## src/rtl/decode_issue.sv

```systemverilog
// decode_issue: decode/issue stage of the in-order RV32I pipeline.
// Decodes ALU-class ops (OP, OP-IMM, LUI, AUIPC), reads a 32x32 register file,
// tracks pending destination writes in a scoreboard and hands operands to
// execute through a one-entry registered output stage.
//
// Ports:
//   clk, reset             clock (rising edge), asynchronous active-high reset
//   if_valid/if_ready      fetch handshake (if_ready is combinational)
//   instr, pc_i            instruction word and its PC
//   ex_valid/ex_ready      execute handshake for the held op
//   opsel1, opsel2         operand selects (1: 0=rs1,1=pc,2=zero; 2: 0=rs2,1=imm,2=4)
//   alu_func               0 ADD,1 SUB,2 SLL,3 SLT,4 SLTU,5 XOR,6 SRL,7 SRA,8 OR,9 AND
//   rs1_value, rs2_value   register operands (0 when the source is unused)
//   imm, pc_o              sign-extended immediate, PC of issued op
//   rd, rd_we, illegal     destination, write enable, unsupported-op flag
//   wb_we, wb_rd, wb_data  write-back port from the end of the pipe
//   flush                  squash the held op and all pending scoreboard bits
//
// Build option: define WB_BYPASS_EN to forward same-cycle write-back data into
// the operands (and drop the matching scoreboard stall).
module decode_issue #(
    parameter int unsigned WORD     = 32,
    parameter int unsigned ADDR_LEN = 32
) (
    input  logic                clk,
    input  logic                reset,
    input  logic                if_valid,
    output logic                if_ready,
    input  logic [31:0]         instr,
    input  logic [ADDR_LEN-1:0] pc_i,
    output logic                ex_valid,
    input  logic                ex_ready,
    output logic [1:0]          opsel1,
    output logic [1:0]          opsel2,
    output logic [3:0]          alu_func,
    output logic [WORD-1:0]     rs1_value,
    output logic [WORD-1:0]     rs2_value,
    output logic [WORD-1:0]     imm,
    output logic [ADDR_LEN-1:0] pc_o,
    output logic [4:0]          rd,
    output logic                rd_we,
    output logic                illegal,
    input  logic                wb_we,
    input  logic [4:0]          wb_rd,
    input  logic [WORD-1:0]     wb_data,
    input  logic                flush
);

    localparam int unsigned NREGS = 32;

    localparam logic [6:0] OPC_OP    = 7'h33;
    localparam logic [6:0] OPC_OPIMM = 7'h13;
    localparam logic [6:0] OPC_LUI   = 7'h37;
    localparam logic [6:0] OPC_AUIPC = 7'h17;

    localparam logic [3:0] ALU_ADD  = 4'd0;
    localparam logic [3:0] ALU_SUB  = 4'd1;
    localparam logic [3:0] ALU_SLL  = 4'd2;
    localparam logic [3:0] ALU_SLT  = 4'd3;
    localparam logic [3:0] ALU_SLTU = 4'd4;
    localparam logic [3:0] ALU_XOR  = 4'd5;
    localparam logic [3:0] ALU_SRL  = 4'd6;
    localparam logic [3:0] ALU_SRA  = 4'd7;
    localparam logic [3:0] ALU_OR   = 4'd8;
    localparam logic [3:0] ALU_AND  = 4'd9;

    localparam logic [1:0] SEL1_RS   = 2'd0;
    localparam logic [1:0] SEL1_PC   = 2'd1;
    localparam logic [1:0] SEL1_ZERO = 2'd2;
    localparam logic [1:0] SEL2_RS   = 2'd0;
    localparam logic [1:0] SEL2_IMM  = 2'd1;

    // funct3 -> ALU op; alt selects SUB/SRA variants
    function automatic logic [3:0] alu_sel(input logic [2:0] f3, input logic alt);
        case (f3)
            3'd0:    alu_sel = alt ? ALU_SUB : ALU_ADD;
            3'd1:    alu_sel = ALU_SLL;
            3'd2:    alu_sel = ALU_SLT;
            3'd3:    alu_sel = ALU_SLTU;
            3'd4:    alu_sel = ALU_XOR;
            3'd5:    alu_sel = alt ? ALU_SRA : ALU_SRL;
            3'd6:    alu_sel = ALU_OR;
            default: alu_sel = ALU_AND;
        endcase
    endfunction

    logic [WORD-1:0]     r_rf [NREGS];
    logic [NREGS-1:0]    r_sb;
    logic                r_ex_valid;
    logic [1:0]          r_opsel1;
    logic [1:0]          r_opsel2;
    logic [3:0]          r_alu_func;
    logic [WORD-1:0]     r_rs1_value;
    logic [WORD-1:0]     r_rs2_value;
    logic [WORD-1:0]     r_imm;
    logic [ADDR_LEN-1:0] r_pc;
    logic [4:0]          r_rd;
    logic                r_rd_we;
    logic                r_illegal;

    logic [6:0]      w_opcode;
    logic [2:0]      w_f3;
    logic [4:0]      w_rs1;
    logic [4:0]      w_rs2;
    logic [WORD-1:0] w_imm_i;
    logic [WORD-1:0] w_imm_u;
    logic [1:0]      w_op1;
    logic [1:0]      w_op2;
    logic [3:0]      w_func;
    logic [WORD-1:0] w_imm;
    logic            w_use1;
    logic            w_use2;
    logic            w_illegal;
    logic [4:0]      w_rd;
    logic            w_rd_we;
    logic            w_byp1;
    logic            w_byp2;
    logic [WORD-1:0] w_rs1_val;
    logic [WORD-1:0] w_rs2_val;
    logic            w_hz1;
    logic            w_hz2;
    logic            w_stall;
    logic            w_load;
    logic            w_accept;
    logic            w_handoff;
    logic [NREGS-1:0] w_sb_next;

    assign w_opcode = instr[6:0];
    assign w_f3     = instr[14:12];
    assign w_rs1    = instr[19:15];
    assign w_rs2    = instr[24:20];
    assign w_imm_i  = WORD'($signed(instr[31:20]));
    assign w_imm_u  = WORD'($signed({instr[31:12], 12'b0}));

    // Instruction decode; unsupported opcodes become ADD x0,x0,0 with no sources
    always_comb begin
        w_op1     = SEL1_RS;
        w_op2     = SEL2_IMM;
        w_func    = ALU_ADD;
        w_imm     = '0;
        w_use1    = 1'b0;
        w_use2    = 1'b0;
        w_illegal = 1'b0;
        w_rd      = instr[11:7];
        case (w_opcode)
            OPC_OP: begin
                w_op2  = SEL2_RS;
                w_use1 = 1'b1;
                w_use2 = 1'b1;
                w_func = alu_sel(w_f3, instr[30]);
            end
            OPC_OPIMM: begin
                w_use1 = 1'b1;
                w_imm  = w_imm_i;
                // bit 30 is an immediate bit except for the SRLI/SRAI pair
                w_func = alu_sel(w_f3, (w_f3 == 3'd5) && instr[30]);
            end
            OPC_LUI: begin
                w_op1 = SEL1_ZERO;
                w_imm = w_imm_u;
            end
            OPC_AUIPC: begin
                w_op1 = SEL1_PC;
                w_imm = w_imm_u;
            end
            default: begin
                w_illegal = 1'b1;
                w_rd      = 5'd0;
            end
        endcase
    end

    assign w_rd_we = !w_illegal && (w_rd != 5'd0);

`ifdef WB_BYPASS_EN
    assign w_byp1 = wb_we && (wb_rd == w_rs1) && (w_rs1 != 5'd0);
    assign w_byp2 = wb_we && (wb_rd == w_rs2) && (w_rs2 != 5'd0);
`else
    assign w_byp1 = 1'b0;
    assign w_byp2 = 1'b0;
`endif

    // Operand read; unused sources and x0 read as zero
    assign w_rs1_val = (!w_use1 || (w_rs1 == 5'd0)) ? '0 : (w_byp1 ? wb_data : r_rf[w_rs1]);
    assign w_rs2_val = (!w_use2 || (w_rs2 == 5'd0)) ? '0 : (w_byp2 ? wb_data : r_rf[w_rs2]);

    // Hazard: pending scoreboard write, or the op currently held for execute writes it
    assign w_hz1 = (r_sb[w_rs1] && !w_byp1) || (r_ex_valid && r_rd_we && (r_rd == w_rs1));
    assign w_hz2 = (r_sb[w_rs2] && !w_byp2) || (r_ex_valid && r_rd_we && (r_rd == w_rs2));
    assign w_stall = (w_use1 && w_hz1) || (w_use2 && w_hz2);

    assign w_load    = !r_ex_valid || ex_ready;
    assign if_ready  = !w_stall && w_load && !flush;
    assign w_accept  = if_valid && if_ready;
    assign w_handoff = r_ex_valid && ex_ready && r_rd_we;

    // Scoreboard update: clear on write-back, then set on handoff so set wins
    always_comb begin
        w_sb_next = r_sb;
        if (wb_we) begin
            w_sb_next[wb_rd] = 1'b0;
        end
        if (w_handoff) begin
            w_sb_next[r_rd] = 1'b1;
        end
        w_sb_next[0] = 1'b0;
    end

    // Register file, intentionally not reset
    always_ff @(posedge clk) begin
        if (wb_we && (wb_rd != 5'd0)) begin
            r_rf[wb_rd] <= wb_data;
        end
    end

    // Output stage and scoreboard
    always_ff @(posedge clk or posedge reset) begin
        if (reset) begin
            r_sb        <= '0;
            r_ex_valid  <= 1'b0;
            r_opsel1    <= '0;
            r_opsel2    <= '0;
            r_alu_func  <= '0;
            r_rs1_value <= '0;
            r_rs2_value <= '0;
            r_imm       <= '0;
            r_pc        <= '0;
            r_rd        <= '0;
            r_rd_we     <= 1'b0;
            r_illegal   <= 1'b0;
        end else if (flush) begin
            r_sb       <= '0;
            r_ex_valid <= 1'b0;
        end else begin
            r_sb <= w_sb_next;
            if (w_load) begin
                r_ex_valid <= w_accept;
                if (w_accept) begin
                    r_opsel1    <= w_op1;
                    r_opsel2    <= w_op2;
                    r_alu_func  <= w_func;
                    r_rs1_value <= w_rs1_val;
                    r_rs2_value <= w_rs2_val;
                    r_imm       <= w_imm;
                    r_pc        <= pc_i;
                    r_rd        <= w_rd;
                    r_rd_we     <= w_rd_we;
                    r_illegal   <= w_illegal;
                end
            end
        end
    end

    assign ex_valid  = r_ex_valid;
    assign opsel1    = r_opsel1;
    assign opsel2    = r_opsel2;
    assign alu_func  = r_alu_func;
    assign rs1_value = r_rs1_value;
    assign rs2_value = r_rs2_value;
    assign imm       = r_imm;
    assign pc_o      = r_pc;
    assign rd        = r_rd;
    assign rd_we     = r_rd_we;
    assign illegal   = r_illegal;

endmodule

```

## config.mk

```make
export PLATFORM = sky130hd
export DESIGN_NAME = decode_issue
export DESIGN_NICKNAME = d
export VERILOG_FILES = /design/src/rtl/decode_issue.sv
export SDC_FILE = /design/constraint.sdc
export NUM_CORES = 2
export LEC_CHECK = 0
export BUFFER_PORTS_ARGS = -buffer_cell sky130_fd_sc_hd__clkbuf_2
export CELL_PAD_IN_SITES_DETAIL_PLACEMENT = 1
export CELL_PAD_IN_SITES_GLOBAL_PLACEMENT = 1
export CORE_MARGIN = 4
export CORE_UTILIZATION = 45
export CTS_CLUSTER_SIZE = 20
export DETAILED_ROUTE_END_ITERATION = 6
export GPL_ROUTABILITY_DRIVEN = 0
export PLACE_DENSITY = 0.68
export SLEW_MARGIN = 20
export SYNTH_ARGS = -nofsm -noshare
export SYNTH_HDL_FRONTEND = slang
export SYNTH_SLANG_ARGS = --single-unit
```

## constraint.sdc

```tcl
create_clock -name clk -period 7.4 [get_ports clk]
set_input_delay 1.11 -clock clk [delete_from_list [all_inputs] [get_ports clk]]
set_output_delay 1.11 -clock clk [all_outputs]
set_load 0.02 [all_outputs]
```

[Word level (Yosys, flattened, before mapping)]
Memory sizes are Yosys's and may differ from the RTL's.
Cells that the tools add are included.
Cells by class
  $lt $le $gt $ge: 6
  equality and inequality tests: 12
  multiplexer cells: 31
  bitwise operators: 4
  reduce and logical (&&, ||, !) cells: 36
Operators by type and width (count)
  $mux W32: 5
  $pmux W32 S2: 1
  $pmux W4 S7: 2
  $and A32 B32 Y32: 1
  $not A32 Y32: 1
  $or A32 B32 Y32: 1
  $lt A5 B6 Y1 const B: 4
  $mux W1: 16
  $logic_and A1 B1 Y1: 15
  $eq A7 B5 Y1 const B: 2
  $eq A7 B6 Y1 const B: 2
  $bmux W1 S5: 2
  $demux W1 S5: 2
  $eq A5 B5 Y1: 2
  $ge A5 B1 Y1 const B: 2
  $logic_not A5 Y1: 2
  $reduce_bool A5 Y1: 2
  $eq A3 B3 Y1 const B: 3
  $pmux W4 S2: 1
  $eq A3 B2 Y1 const B: 2
  $logic_or A1 B1 Y1: 6
  $logic_not A1 Y1: 5
  $mux W5: 1
  $pmux W2 S2: 1
  other kinds (7): 8
Storage, ports and cells
  register bits after elaboration: 176
  bits in writable memories: 1024
  input bits: 107
  output and inout port bits: 145
  word-level logic and storage cells: 102
  memories kept: 1
Memories
  r_rf: words 32, bits a word 32, read ports 2, clocked after Yosys merged registers in 0, write ports 1, line 87  | logic [WORD-1:0] r_rf [NREGS];

[Depth between registers and ports, before layout]
  word-level depth: 11
  depth in mapped cells: 12
  gate-level depth less buffers: 7

[Worst setup path before layout]
No wires, ideal clock.
  kind: input to output
  from: input port instr[20]
  to: output port if_ready
  arrival: 2.885 ns
  required time: 6.290 ns
  path slack: 3.405 ns
  cell stages on the path: 6
  path buffers: 1
  path through: buf_2 -> mux4_2 -> and3_1 -> o41ai_2 -> a31oi_1 -> a211oi_2
On the way
  longest elaborated chain between the ends: 8
  elaborated cells between the ends (all ways): 10
  those cells by class: 1 x eq/ne; 2 x mux; 7 x reduce/logical
RTL lines
  from (decl): line 29  | input logic [31:0] instr,
  $bmux W1 S5 or $eq A5 B5 Y1 (tied branches): line 189  | assign w_hz2 = (r_sb[w_rs2] && !w_byp2) || (r_ex_valid && r_rd_we && (r_rd == w_rs2));
  $mux W1 (implied by the code) or $logic_and A1 B1 Y1 (tied branches): line 189
  $logic_or A1 B1 Y1 (*): line 189
  $logic_and A1 B1 Y1 (*): line 190  | assign w_stall = (w_use1 && w_hz1) || (w_use2 && w_hz2);
  $logic_or A1 B1 Y1 (*): line 190
  $logic_not A1 Y1 (*): line 193  | assign if_ready = !w_stall && w_load && !flush;
  $logic_and A1 B1 Y1 (*) (2 in series): line 193
  to (decl): line 28  | output logic if_ready,
Every way passes the cells marked *; elsewhere a longest branch is shown, timed or not. The select of a mux whose other input is x is not followed.

[Final worst setup path]
Ends and elaborated chain as after synthesis.

==> flow_metrics.tcl <==
set metrics [dict create \
    numCtsBuffers 131 \
    avgSynthCellArea_sq_um 17.4 \
    grt_pass1_vias 36600 \
    seq_area_frac_synth 0.629 \
    final_nets 3563 \
    synth_area_sq_um 55800 \
    timing.rr.end "rs2_value[8]" \
    ys_ff_latch 1198 \
    synth_area_leaders "edfxtp_1 55%, mux4_2 17%, dfrtp_1 7.8%, mux2i_1 5.7%, mux2_2 2.0%" \
    critPathRequiredTime_ns 6.29 \
    track_usage 0.282 \
    critPathKind "input pin to output pin" \
    die_h_um 360 \
    hold_violations 0 \
    maxCapViolCount 0 \
    final_cell_mix "1,024 x edfxtp_1, 423 x mux4_2, 319 x mux2i_1, 241 x clkbuf_2, 174 x dfrtp_1" \
    grt_max_degree 125 \
    mostFrequentLayoutCell "edfxtp_1" \
    irDropWorstVdd_mv 0.192 \
    holdBufCountCts 0 \
    rows 128 \
    ios 252 \
    via_per_inst 6.71 \
    num_vias 34800 \
    cts_tree "done" \
    port_buffers 250 \
    antenna_left 0 \
    ff2ff_path_depth 8 \
    fp.dieW_um 360 \
    wl_um 185000 \
    dp_hpwl_um 103000 \
    min_path_type "flip-flop to flip-flop" \
    yosysUniqueCellTypes 52 \
    synth_top_area_share 0.551 \
    start_util 0.455 \
    tns_ns 0 \
    drc 0 \
    period_needed_ns 5.23 \
    startpoint "instr[20]" \
    setup_violations 0 \
    grt_pass1_wl_um 265000 \
    tightestPinTransition_ns 1.18 \
    fmaxAchievable_mhz 191 \
    max-slew-margin-rel 0.214 \
    crit_path_end_kind "output pin" \
    synth_ff_type "edfxtp_1" \
    clock-skew-final_ns 0.0319 \
    period_share 0.706 \
    wl_per_cell_um 35.7 \
    first_iter_violations 4426 \
    post_cts_buffers 0 \
    final_max_slew_viol_count 0 \
    crit_arrival_ns 4.12 \
    r2r-start "r_sb[23]" \
    fp.dieArea_sq_um 130000 \
    yosysTopAreaCell "edfxtp_1" \
    cts_htree_levels 4 \
    drive_above_1_share 0.320 \
    start_kind "input pin" \
    reg2reg_slack_ns 3.52 \
    yosys_warnings 0 \
    path_max_fanout 86 \
    overflow 0 \
    dr.pass1.iters 5 \
    ys_async_sr_fraction 0.145 \
    clk_latency_ns 0.77 \
    design.core.area_sq_um 123000 \
    p_leak_nw 22.5 \
    power_density_nw_per_um2 241 \
    clk_pin_slew_ns 0.06 \
    rsz0062_at_grt "false" \
    cts_buffer_depth 3 \
    syn_inst 3205 \
    fillCellCount 11300 \
    antenna_found_initial 12 \
    root_buffer "clkbuf_16" \
    critPathCapture "if_ready" \
    status "finished clean" \
    power.total_mw 15.3 \
    clock_sinks 1198 \
    synth_edf_count 1024 \
    syn2layout_area_growth_pct 13.6 \
    cts_resized 0 \
]
cells by family after synthesis:
family	Yosys count	share of synthesized area
AO/OA/AOI/OAI	435	0.0535
XOR/XNOR	9	0.00141
buffers and inverters	285	0.0228
flip-flops	1198	0.629
multiplexers	893	0.262
other	1	0.0000672
AND/OR/NAND/NOR	384	0.0312
worst min-delay path by stage:
stage | startpoint | endpoint | slack (ns) | cells past startpoint
2_1_floorplan | r_sb[5] | r_sb[5] | 0.51 | 2
3_5_place_dp | rs1_value[2] | rs1_value[2] | 0.49 | 1
6_report | pc_o[13] | pc_o[13] | 0.50 | 1
5_1_grt | pc_o[13] | pc_o[13] | 0.52 | 1
3_3_place_gp | pc_o[1] | pc_o[1] | 0.49 | 1
4_1_cts | alu_func[2] | alu_func[2] | 0.51 | 1
layout make-up:
cell class	count	area, sq um	area share
multi-input cells	1754	19800	0.313
repair buffers	337	2100	0.0331
clock inverters	50	434	0.00685
clock buffers	191	3740	0.0590
flip-flops and latches	1198	35100	0.554
inverters	34	141	0.00223
well taps	1625	2030	0.0321
diodes	2	5.00	0.0000789
through the flow:
| stage | instance area [sq um] | hold slack [ns] | setup WS, ns | std cells | util |
|---|---|---|---|---|---|
| 2_1_floorplan | 55900 | 0.507 | 1.57 | 3237 | - |
| 3_3_place_gp | 59100 | 0.489 | 1.86 | 4943 | 0.482 |
| 3_5_place_dp | 59200 | 0.493 | 1.83 | 4948 | 0.483 |
| 4_1_cts | 63400 | 0.506 | 2.14 | 5189 | 0.517 |
| 5_1_grt | 63400 | 0.522 | 1.90 | 5189 | 0.517 |
| 6_report | 63400 | 0.504 | 2.17 | 5191 | 0.517 |
layer usage:
layer	vias to the layer above	GRT usage	share of wire
met4	8	0.107	0.039
met3	390	0.0552	0.092
met1	18700	0.386	0.39
li1	13700	-	-
met2	2018	0.451	0.47
met5	-	0	0.00025
worst max-delay path, cell delays in order:
cell	delay, ns
buf_8	0.67
buf_4	0.73
mux2i_1	0.24
o21ai_0	0.11
o211ai_1	0.24
a31oi_1	0.13
a211oi_2	0.52
clkbuf_2	0.28
where the power goes:
| group | leakage (nW) | switching, mW | total (mW) | internal, mW |
|---|---|---|---|---|
| clock | 2.04 | 2.73 | 6.43 | 3.70 |
| combinational | 8.87 | 0.800 | 1.31 | 0.509 |
| sequential | 11.6 | 0.0620 | 7.52 | 7.46 |
registers in the layout, indices dropped and copies added, names as in the netlist:
name       count
opsel2         1
pc_o          32
illegal        1
alu_func       4
rd             5
rs1_value     32
rd_we          1
ex_valid       1
imm           32
rs2_value     32
r_rf        1024
opsel1         2
r_sb          31
synthesized netlist by cell type (25+ instances only):
cell type  instances
inv_1             34
nor2_1           117
nand2b_1          32
mux4_2           423
o211ai_1          27
mux2_2            99
dfrtp_1          174
a21oi_1           93
nand3_1           26
mux2_4            52
nand2_1          135
a22oi_1           73
edfxtp_1        1024
mux2i_1          319
a221oi_1          46
buf_2             64
o21ai_0           81
clkbuf_1         137
buf_1             25
Note: power is estimated with default switching activity, not from simulation.
